### config.mk
export PLATFORM = sky130hd
export DESIGN_NAME = linear_cordic_rotation_mode
export DESIGN_NICKNAME = d
export VERILOG_FILES = /design/src/rtl/linear_cordic_pkg.sv /design/src/rtl/linear_cordic_rotation_stage.sv /design/src/rtl/linear_cordic_rotation_mode.sv
export SDC_FILE = /design/constraint.sdc
export NUM_CORES = 2
export LEC_CHECK = 0
export BUFFER_PORTS_ARGS = -buffer_cell sky130_fd_sc_hd__buf_2
export CAP_MARGIN = 20
export CORE_MARGIN = 3
export CORE_UTILIZATION = 50
export CTS_CLUSTER_DIAMETER = 40
export DETAILED_ROUTE_END_ITERATION = 10
export GPL_TIMING_DRIVEN = 0
export PLACE_DENSITY = 0.79
export SLEW_MARGIN = 20
export SYNTH_ARGS = -nofsm -noshare
export SYNTH_HDL_FRONTEND = slang
export SYNTH_SLANG_ARGS = --single-unit
### constraint.sdc
create_clock -name clk -period 3.5 [get_ports clk]
set_input_delay 0.175 -clock clk [delete_from_list [all_inputs] [get_ports clk]]
set_output_delay 0.175 -clock clk [all_outputs]
set_load 0.1 [all_outputs]
### src/rtl/linear_cordic_pkg.sv
// -----------------------------------------------------------------------------
// linear_cordic_pkg
// Shared configuration for the linear rotation-mode CORDIC (Q2.14 signed,
// 16384 = 1.0) and the per-stage rotation constant.
//   WIDTH  : signed I/O word width
//   FRAC   : fractional bits
//   STAGES : iteration / pipeline depth
//   GUARD  : extra integer bits on the internal Y datapath
//   YW     : internal Y width (WIDTH + GUARD)
// -----------------------------------------------------------------------------
package linear_cordic_pkg;

  localparam int WIDTH  = 16;
  localparam int FRAC   = 14;
  localparam int STAGES = 16;
  localparam int GUARD  = 2;
  localparam int YW     = WIDTH + GUARD;

  // C_i = 2^(FRAC-i) while the step is still representable, 0 beyond FRAC.
  function automatic logic signed [WIDTH-1:0] stage_const(input int i);
    if (i <= FRAC) begin
      return WIDTH'(1 << (FRAC - i));
    end
    return '0;
  endfunction

endpackage : linear_cordic_pkg

### src/rtl/linear_cordic_rotation_stage.sv
// -----------------------------------------------------------------------------
// linear_cordic_rotation_stage
// One registered linear-CORDIC rotation iteration:
//   d      = +1 if z >= 0 else -1
//   y_next = y + d * (x >>> SHIFT)      (arithmetic shift, truncating)
//   z_next = z - d * C_SHIFT
//   x, valid pass through unchanged.
// Ports:
//   clk, reset          : clock, synchronous active-high reset
//   valid_i/x_i/y_i/z_i : stage inputs (y is YW bits, x and z WIDTH bits)
//   valid_o/x_o/y_o/z_o : registered stage outputs
// -----------------------------------------------------------------------------
module linear_cordic_rotation_stage
  import linear_cordic_pkg::*;
#(
  parameter int SHIFT = 0
) (
  input  logic                    clk,
  input  logic                    reset,
  input  logic                    valid_i,
  input  logic signed [WIDTH-1:0] x_i,
  input  logic signed [YW-1:0]    y_i,
  input  logic signed [WIDTH-1:0] z_i,
  output logic                    valid_o,
  output logic signed [WIDTH-1:0] x_o,
  output logic signed [YW-1:0]    y_o,
  output logic signed [WIDTH-1:0] z_o
);

  localparam logic signed [WIDTH-1:0] C_STEP = stage_const(SHIFT);

  logic signed [YW-1:0]    x_ext;
  logic signed [YW-1:0]    x_shift;
  logic                    d_pos;

  logic                    valid_d, valid_q;
  logic signed [WIDTH-1:0] x_d, x_q;
  logic signed [YW-1:0]    y_d, y_q;
  logic signed [WIDTH-1:0] z_d, z_q;

  // x is widened before shifting so the guard bits of y see a correct sign.
  assign x_ext   = {{GUARD{x_i[WIDTH-1]}}, x_i};
  assign x_shift = x_ext >>> SHIFT;
  assign d_pos   = ~z_i[WIDTH-1];

  always_comb begin
    // NOTE: every always_comb output gets a default first so no path can
    // leave it unassigned and infer a latch.
    valid_d = valid_i;
    x_d     = x_i;
    y_d     = y_i - x_shift;
    z_d     = z_i + C_STEP;
    if (d_pos) begin
      y_d = y_i + x_shift;
      z_d = z_i - C_STEP;
    end
  end

  always_ff @(posedge clk) begin
    // NOTE: the datapath registers are cleared too (not just valid), so the
    // outputs read 0 immediately after a reset edge.
    if (reset) begin
      valid_q <= 1'b0;
      x_q     <= '0;
      y_q     <= '0;
      z_q     <= '0;
    end else begin
      // NOTE: non-blocking assignments for all state so every stage samples
      // the previous stage's value from before this edge.
      valid_q <= valid_d;
      x_q     <= x_d;
      y_q     <= y_d;
      z_q     <= z_d;
    end
  end

  assign valid_o = valid_q;
  assign x_o     = x_q;
  assign y_o     = y_q;
  assign z_o     = z_q;

endmodule : linear_cordic_rotation_stage

### src/rtl/linear_cordic_rotation_mode.sv
// -----------------------------------------------------------------------------
// linear_cordic_rotation_mode
// 16-stage pipelined linear CORDIC in rotation mode. Computes the Q2.14
// multiply-accumulate Y_O = Y_i + X_i*Z_i while driving Z toward zero.
// One sample per cycle, fixed latency STAGES, no backpressure.
// Ports:
//   clk, reset      : clock, synchronous active-high reset
//   valid_i         : input sample valid
//   X_i, Y_i, Z_i   : multiplicand, accumulator seed, multiplier (|Z_i| < 2.0)
//   valid_O         : output sample valid
//   X_O             : X_i delayed STAGES cycles
//   Y_O             : Y_i + X_i*Z_i
//   Z_O             : residual multiplier (ideally ~0)
//   sat_O           : Y_O was clamped (only with LINEAR_CORDIC_SATURATE_EN)
// Build option: define LINEAR_CORDIC_SATURATE_EN to clamp Y_O to the WIDTH-bit
// range and add sat_O; otherwise Y_O wraps (low WIDTH bits of internal y).
// -----------------------------------------------------------------------------
module linear_cordic_rotation_mode
  import linear_cordic_pkg::*;
(
  input  logic                    clk,
  input  logic                    reset,
  input  logic                    valid_i,
  input  logic signed [WIDTH-1:0] X_i,
  input  logic signed [WIDTH-1:0] Y_i,
  input  logic signed [WIDTH-1:0] Z_i,
  output logic                    valid_O,
  output logic signed [WIDTH-1:0] X_O,
  output logic signed [WIDTH-1:0] Y_O,
`ifdef LINEAR_CORDIC_SATURATE_EN
  output logic                    sat_O,
`endif
  output logic signed [WIDTH-1:0] Z_O
);

  // Index 0 is the port side; index i+1 is the register output of stage i.
  logic                    valid_s [STAGES+1];
  logic signed [WIDTH-1:0] x_s     [STAGES+1];
  logic signed [YW-1:0]    y_s     [STAGES+1];
  logic signed [WIDTH-1:0] z_s     [STAGES+1];

  assign valid_s[0] = valid_i;
  assign x_s[0]     = X_i;
  assign y_s[0]     = {{GUARD{Y_i[WIDTH-1]}}, Y_i};
  assign z_s[0]     = Z_i;

  for (genvar i = 0; i < STAGES; i++) begin : g_stage
    linear_cordic_rotation_stage #(
      .SHIFT (i)
    ) u_stage (
      .clk     (clk),
      .reset   (reset),
      .valid_i (valid_s[i]),
      .x_i     (x_s[i]),
      .y_i     (y_s[i]),
      .z_i     (z_s[i]),
      .valid_o (valid_s[i+1]),
      .x_o     (x_s[i+1]),
      .y_o     (y_s[i+1]),
      .z_o     (z_s[i+1])
    );
  end

  logic signed [YW-1:0] y_fin;
  assign y_fin = y_s[STAGES];

  assign valid_O = valid_s[STAGES];
  assign X_O     = x_s[STAGES];
  assign Z_O     = z_s[STAGES];

`ifdef LINEAR_CORDIC_SATURATE_EN
  localparam logic signed [WIDTH-1:0] Y_MAX = {1'b0, {(WIDTH-1){1'b1}}};
  localparam logic signed [WIDTH-1:0] Y_MIN = {1'b1, {(WIDTH-1){1'b0}}};

  // y fits in WIDTH bits only when the guard bits and the WIDTH-bit sign bit
  // all agree.
  logic y_ovf;
  assign y_ovf = ~((&y_fin[YW-1:WIDTH-1]) | ~(|y_fin[YW-1:WIDTH-1]));

  always_comb begin
    Y_O = y_fin[WIDTH-1:0];
    if (y_ovf) begin
      Y_O = y_fin[YW-1] ? Y_MIN : Y_MAX;
    end
  end

  assign sat_O = y_ovf & valid_O;
`else
  // Guard bits are intentionally dropped in wrap mode.
  logic [GUARD-1:0] y_hi_unused;
  assign y_hi_unused = y_fin[YW-1:WIDTH];
  assign Y_O         = y_fin[WIDTH-1:0];
`endif

endmodule : linear_cordic_rotation_mode

### Word-level counts from Yosys, hierarchy flattened

Index checks and enable logic that the tools add are counted.
Widths: inputs -> output; s select.

* $lt $le $gt $ge: 0
* equality and inequality tests: 0
* add/sub/neg operators: 62
* shifts and indexed selects: 0
* reductions and logical operators: 0
* $mul: 0
* bitwise gates (word level): 0
* multiplexer cells: 31
* divide/modulo/power cells: 0

Operators with widths (count)
* $mux 16: 31
* $add 16x1->16: 1
* $add 16x10->16: 1
* $add 16x10->16 const B: 1
* $add 16x11->16: 1
* $add 16x11->16 const B: 1
* $add 16x12->16: 1
* $add 16x12->16 const B: 1
* $add 16x13->16: 1
* $add 16x13->16 const B: 1
* $add 16x14->16: 1
* $add 16x14->16 const B: 1
* $add 16x15->16: 1
* $add 16x15->16 const B: 1
* $add 16x16->16: 1
* $add 16x16->16 const B: 1
* $add 16x2->16: 1
* $add 16x2->16 const B: 1
* $add 16x3->16: 1
* $add 16x3->16 const B: 1
* $add 16x4->16: 1
* $add 16x4->16 const B: 1
* $add 16x5->16: 1
* $add 16x5->16 const B: 1
* other kinds (39): 39

* register bits: 784
* memory bits (writable): 0
* bits in latches: 0
* logic and storage cells: 157
* ROM bits: 0
* bits of input ports: 51
* memories kept: 0
* output and inout bits: 49

### Logic depth before layout (Yosys ltp)

* depth after elaboration: 2
* mapped depth: 16
* mapped depth without buffers: 16

### By module

From an unflattened synthesis, not the netlist that was laid out.

* cells, all modules: 4675
* area, all modules: 42634.6 um^2

Modules (own cells, without submodules)
* linear_cordic_rotation_stage (g_stage[14].u_stage): area an instance 3093.0 um^2, seq. area each 1021.0 um^2, times used 1, cells an instance 347
* linear_cordic_rotation_stage (g_stage[13].u_stage): area an instance 2949.1 um^2, seq. area each 1021.0 um^2, times used 1, cells an instance 331
* linear_cordic_rotation_stage (g_stage[12].u_stage): area an instance 2845.2 um^2, seq. area each 1021.0 um^2, times used 1, cells an instance 309
* linear_cordic_rotation_stage (g_stage[11].u_stage): area an instance 2821.5 um^2, seq. area each 1021.0 um^2, times used 1, cells an instance 315
* linear_cordic_rotation_stage (g_stage[9].u_stage): area an instance 2775.2 um^2, seq. area each 1021.0 um^2, times used 1, cells an instance 311
* linear_cordic_rotation_stage (g_stage[10].u_stage): area an instance 2773.9 um^2, seq. area each 1021.0 um^2, times used 1, cells an instance 311
* linear_cordic_rotation_stage (g_stage[8].u_stage): area an instance 2677.6 um^2, seq. area each 1021.0 um^2, times used 1, cells an instance 289
* linear_cordic_rotation_stage (g_stage[6].u_stage): area an instance 2637.5 um^2, seq. area each 1021.0 um^2, times used 1, cells an instance 281
* linear_cordic_rotation_stage (g_stage[7].u_stage): area an instance 2625.0 um^2, seq. area each 1021.0 um^2, times used 1, cells an instance 284
* linear_cordic_rotation_stage (g_stage[4].u_stage): area an instance 2607.5 um^2, seq. area each 1021.0 um^2, times used 1, cells an instance 285
* linear_cordic_rotation_stage (g_stage[3].u_stage): area an instance 2585.0 um^2, seq. area each 1021.0 um^2, times used 1, cells an instance 280
* linear_cordic_rotation_stage (g_stage[5].u_stage): area an instance 2558.7 um^2, seq. area each 1021.0 um^2, times used 1, cells an instance 282
* linear_cordic_rotation_stage (g_stage[2].u_stage): area an instance 2534.9 um^2, seq. area each 1021.0 um^2, times used 1, cells an instance 277
* linear_cordic_rotation_stage (g_stage[0].u_stage): area an instance 2522.4 um^2, seq. area each 1001.0 um^2, times used 1, cells an instance 281
* +2 rows

### Worst setup path before layout

Ideal clock, no wire load.

* path kind: flip-flop to flip-flop
* start: register g_stage[3].u_stage.z_q[15]
* end: register g_stage[4].u_stage.y_q[12]
* slack: 196 ps
* clock period less this slack: 3304 ps
* required time: 3377 ps
* stages on the path, launching flop included: 12
* arrival: 3181 ps
* cells stage by stage: dfxtp_1 > clkbuf_1 > clkbuf_1 > mux2i_1 > fa_1 > a21o_1 > a21o_1 > a2111oi_4 > nor3_1 > or4_1 > a31oi_1 > mux2_1

* word-level cells in the longest chain between the ends: 1

Ends and longest elaborated chain
* start, declared: RTL line linear_cordic_rotation_stage.sv:39 `logic signed [WIDTH-1:0] z_d, z_q;`
* start signal, assigned: RTL line linear_cordic_rotation_stage.sv:73 `z_q <= z_d;`
* $mux 16: RTL line linear_cordic_rotation_stage.sv:53 `if (d_pos) begin`
* end signal, assigned: RTL line linear_cordic_rotation_stage.sv:72 `y_q <= y_d;`
* end, declared: RTL line linear_cordic_rotation_stage.sv:38 `logic signed [YW-1:0] y_d, y_q;`

Every way passes these cells.
A chain may end at the register's enable or synchronous reset.

### Worst setup path in the final report

* start: input X_i[0]
* end: register g_stage[0].u_stage.y_q[13]

* word-level cells in the longest chain between the ends: 2
* elaborated cells between the ends (all ways): 3
* those cells by class: 2 x add/sub; 1 x mux

Ends and longest elaborated chain
* start, declared: RTL line linear_cordic_rotation_mode.sv:24 `input logic signed [WIDTH-1:0] X_i,`
* $add 16x16->16 or $sub 16x16->16 (tied branches): RTL line linear_cordic_rotation_stage.sv:54, linear_cordic_rotation_stage.sv:51
* $mux 16 *: RTL line linear_cordic_rotation_stage.sv:53
* end signal, assigned: RTL line linear_cordic_rotation_stage.sv:72
* end, declared: RTL line linear_cordic_rotation_stage.sv:38

Every way passes the cells marked *; elsewhere a longest branch is shown, timed or not.

==> metrics.md <==
| Metric | Value |
|---|---|
| Inserted Diodes | 0 |
| Synth area leaders | sky130_fd_sc_hd__dfxtp_1 (41%), sky130_fd_sc_hd__ha_1 (12%), sky130_fd_sc_hd__nor2b_1 (7.2%) |
| Initial detailed-routing violation count | 1738 |
| Area fraction in compound gates after synthesis | 0.1382 |
| Total number of placement rows | 100 |
| Biggest area consumer among synthesized cells | sky130_fd_sc_hd__dfxtp_1 |
| CTS tree | yes |
| Global route total overflow | 0 |
| Overall power of the completed layout | 0.03941 W |
| Worst clock skew | 0.01958 ns |
| Per-cell via count in the routed design | 5.415 |
| Critical path's most frequent cell | sky130_fd_sc_hd__ha_1 |
| Total via count after detailed routing | 29120 |
| Mean instance size in the synthesized netlist | 9.308 um^2 |
| Initial cell density of the core | 0.5088 |
| Share of the yosys chip area belonging to registers | 0.4105 |
| Antenna violation net count after detailed routing | 0 |
| Proportion of netlist area held by the largest area contributor | 0.4105 |
| Final nets | roughly 4800 |
| Number of buffers and inverters on the critical path | 3 |
| Total negative setup slack | 0 ns |
| Number of design rule violations left after detail routing | 0 |
| Required time reported for the critical path endpoint | 4.03 ns |
| Sink count of the clock tree | 782 |
| Category of the most critical setup path | in2reg |
| Critical Path, Cell by Cell | dlygate4sd3_1 -> buf_2 -> inv_1 -> ha_1 -> nand2b_1 -> nor3_1 -> a21oi_1 -> xnor2_1 -> ha_1 -> nor2b_1 -> nor4_1 -> o31ai_1 -> a31oi_1 -> mux2_2 |
| Area share of fa/ha/maj cells after synthesis | 0.1377 |
| Count of synthesis-stage warnings from yosys | 0 |
| GRT Overall Usage | 0.2163 |
| Transition at the pin with the smallest max-transition slack | 1.093 ns |
| Filler Cell Count | 6245 |
| Launching element type of the critical path | primary input |
| Largest buffer count on any clock path | 3 |
| Global placer's final weighted congestion | 0.9019 |
| Cell type group with the largest total delay on the critical path | simple AND/OR/NAND/NOR gates |
| Count of boundary I/O pins | 100 |
| Layout cell share with drive strength beyond 1 | 0.08641 |
| Cell with the largest stage delay on the worst path | sky130_fd_sc_hd__dlygate4sd3_1 |
| Largest fanout on the critical path | 6 |
| Global-route wire length before repair | 139.2 mm |
| Number of antenna violations at the first check in global routing | 1 |
| Synth Cell Area | ~38000 um^2 |
| EDFF count, synth | 0 |
| Maximum vdd drop | 0.5726 mV |
| Post-layout minimum cycle time | 3.397 ns |
| Chip height | 282.2 um |
| Peak Freq | 0.2944 GHz |
| Final count of hold timing violations | 0 |
| Dominant cell by count in the synthesized netlist | sky130_fd_sc_hd__dfxtp_1 |
| Signal arrival time at the worst endpoint | 3.93 ns |
| Synth async-reset ratio | 0 |
| Top_reg_cell synth | sky130_fd_sc_hd__dfxtp_1 |
| Result of the run | complete, no violations |
| CTS clock-pin slew for the worst setup and hold paths | 0.06 ns |
| Static Leak | 18.59 nW |
| Max-Slew Margin vs Limit | 0.2711 |
| Num CTS Buffers | 92 |
| Growth of design area from synthesis to finish | 14.75% |
| Placed cell areas | 39850 um^2 |
| Mux cell area share after synthesis | 0.01969 |
| Yosys reg bits | about 780 |
| Commonest cells in the synthesized netlist | sky130_fd_sc_hd__dfxtp_1 (782), sky130_fd_sc_hd__nor2_1 (529), sky130_fd_sc_hd__nor2b_1 (439), sky130_fd_sc_hd__ha_1 (370), sky130_fd_sc_hd__a21oi_1 (275) |
| Power per unit of standard cell area | 900.6 nW/um^2 |
| Skew-Pair Late Insertion Delay | 0.66 ns |
| Count of placed standard cells in the final layout, fillers left out | 5378 |
| Xor and xnor area share after synthesis | 0.08084 |
| Final non-filler cell area | ~44000 um^2 |
| Final slew viol count | 0 |
| Maximum number of pins on one net before global-route repair | 17 |
| Area of the placeable core | 74950 um^2 |
| Final routed wirelength across all metal layers | 86.88 mm |
| Fraction of the mapped netlist area in simple logic gates | 0.1848 |
| Horiz. Die Dim | 282.2 um |
| Final setup fails | 0 |
| Nets in the synthesized netlist | 4548 |
| Post-detailed-route wirelength per cell | roughly 16 um |
| DP Wirelength | between 60 and 70 mm |
| Storage element area | approximately 16000 um^2 |
| Tightest Hold Check Type | in2reg |
| Number of buffers added on ports | 99 |
| Cell Count Post-Placement | 5165 |
| Combinational family with the most area after synthesis | simple AND/OR/NAND/NOR gates |
| Die area | 79620 um^2 |
| Largest stage delay on the critical path | around 0.56 ns |
| Vias in the first global route | roughly 28000 |
| Count of distinct cell types in the synthesized netlist | 75 |
| First drt pass iteration count | 6 |
| Number of H-tree branching levels | 3 |
| Combined area of the multi-input logic cells | approximately 22000 um^2 |
| Worst Setup End Kind | register |
| Final period util | 0.9705 |
| Reported max-cap violation count | 0 |
| Cell count after synthesis | roughly 4100 |
| Buffer type at the clock tree root | sky130_fd_sc_hd__clkbuf_16 |
==> through the flow <==
stage	hold WS, ns	utilization	setup WS [ns]
2_1_floorplan	0.2474	-	0.1957
3_3_place_gp	0.3469	0.5316	-0.3840
3_5_place_dp	0.3490	0.5317	-0.3445
4_1_cts	0.007616	0.5804	-0.09236
5_1_grt	0.06132	0.5839	-0.01774
6_report	0.04263	0.5839	0.1033
==> repair_timing <==
action	CTS	global route
hold buffers	39	0
gates cloned	0	0
gates resized for setup	21	55
buffers inserted	3	5
hold endpoints to repair	39	0
setup endpoints to repair	19	52
pin swaps	0	6
==> cells in the final DEF, fill, tap and decap left out, drive strengths merged, types with 23 or more instances in the layout <==
master and count:
nor2 529, nand4 30, a211oi 31, o21bai 23, mux2i 40, nor2b 439
a31oi 36, buf 115, fa 30, o21ai 122, a21oi 277, a21o 143
ha 370, dfxtp 782, nand2b 33, inv 174, nor3 110, dlygate4sd3 39
xnor2 232, nand2 104, mux2 30, xor2 120, o21a 39, clkbuf 230
nand3 32, clkinv 25
==> area by class of cell <==
class,count,share of cell area
Buffer,119,0.01081
Clock buffer,119,0.05907
Clock inverter,51,0.01387
Inverter,163,0.01424
Multi-Input combinational cell,3029,0.4948
Sequential cell,782,0.3579
Tap cell,969,0.02770
Timing Repair Buffer,146,0.02161
==> flip-flops by register name, summed over array words and instances (netlist names) <==
name	flops
g_stage.u_stage.x_o	256
g_stage.u_stage.y_o	256
g_stage.u_stage.z_o	254
g_stage.u_stage.valid_o	16
==> where the power goes <==
group / switching (W) / total [W] / internal (W)
logic: 0.0104 / 0.0185 / 0.00808
registers: 0.000672 / 0.0113 / 0.0106
clock network: 0.00395 / 0.00966 / 0.00571
total: 0.0150 / 0.0394 / 0.0244
==> cells by family after synthesis <==
group,Yosys count
simple gates,1395
compound gates,810
flops,782
fa+ha+maj,402
xor+xnor,352
buf+inv,286
mux,70
==> layer usage <==
metal  up-vias  share of wire  routed length, um  global-route usage
li1      14570              -                  -                   -
met1     13660           0.45              39280              0.2807
met2       710           0.46              40250              0.3627
met3       186          0.051               4404             0.03731
met4         0          0.034               2944             0.07848
met5         -              0                  0                   0
==> worst reg2reg max path, stage by stage (launching register included) <==
cell,delay (ns)
sky130_fd_sc_hd__dfxtp_1,0.31
sky130_fd_sc_hd__inv_1,0.13
sky130_fd_sc_hd__ha_1,0.21
sky130_fd_sc_hd__nand3_1,0.09
sky130_fd_sc_hd__ha_1,0.29
sky130_fd_sc_hd__inv_1,0.06
sky130_fd_sc_hd__o21ai_4,0.18
sky130_fd_sc_hd__ha_4,0.24
sky130_fd_sc_hd__a21o_1,0.21
sky130_fd_sc_hd__a221oi_4,0.35
sky130_fd_sc_hd__nor3_2,0.11
sky130_fd_sc_hd__a2111oi_2,0.36
sky130_fd_sc_hd__o21ai_1,0.17
sky130_fd_sc_hd__a31oi_1,0.21
sky130_fd_sc_hd__mux2_2,0.36
==> worst paths after layout <==
kind	from	end	slack, ns	depth (start not counted)
worst max-delay path	X_i[0]	g_stage[0].u_stage.y_o[13]	0.10	14
worst min-delay path	Y_i[7]	g_stage[0].u_stage.y_o[8]	0.04	4
worst min register to register	g_stage[0].u_stage.z_o[13]	g_stage[1].u_stage.z_o[15]	0.42	1
worst max register to register	g_stage[11].u_stage.x_o[12]	g_stage[12].u_stage.y_o[14]	0.12	14
No activity file was read; power rests on OpenSTA's default activity.
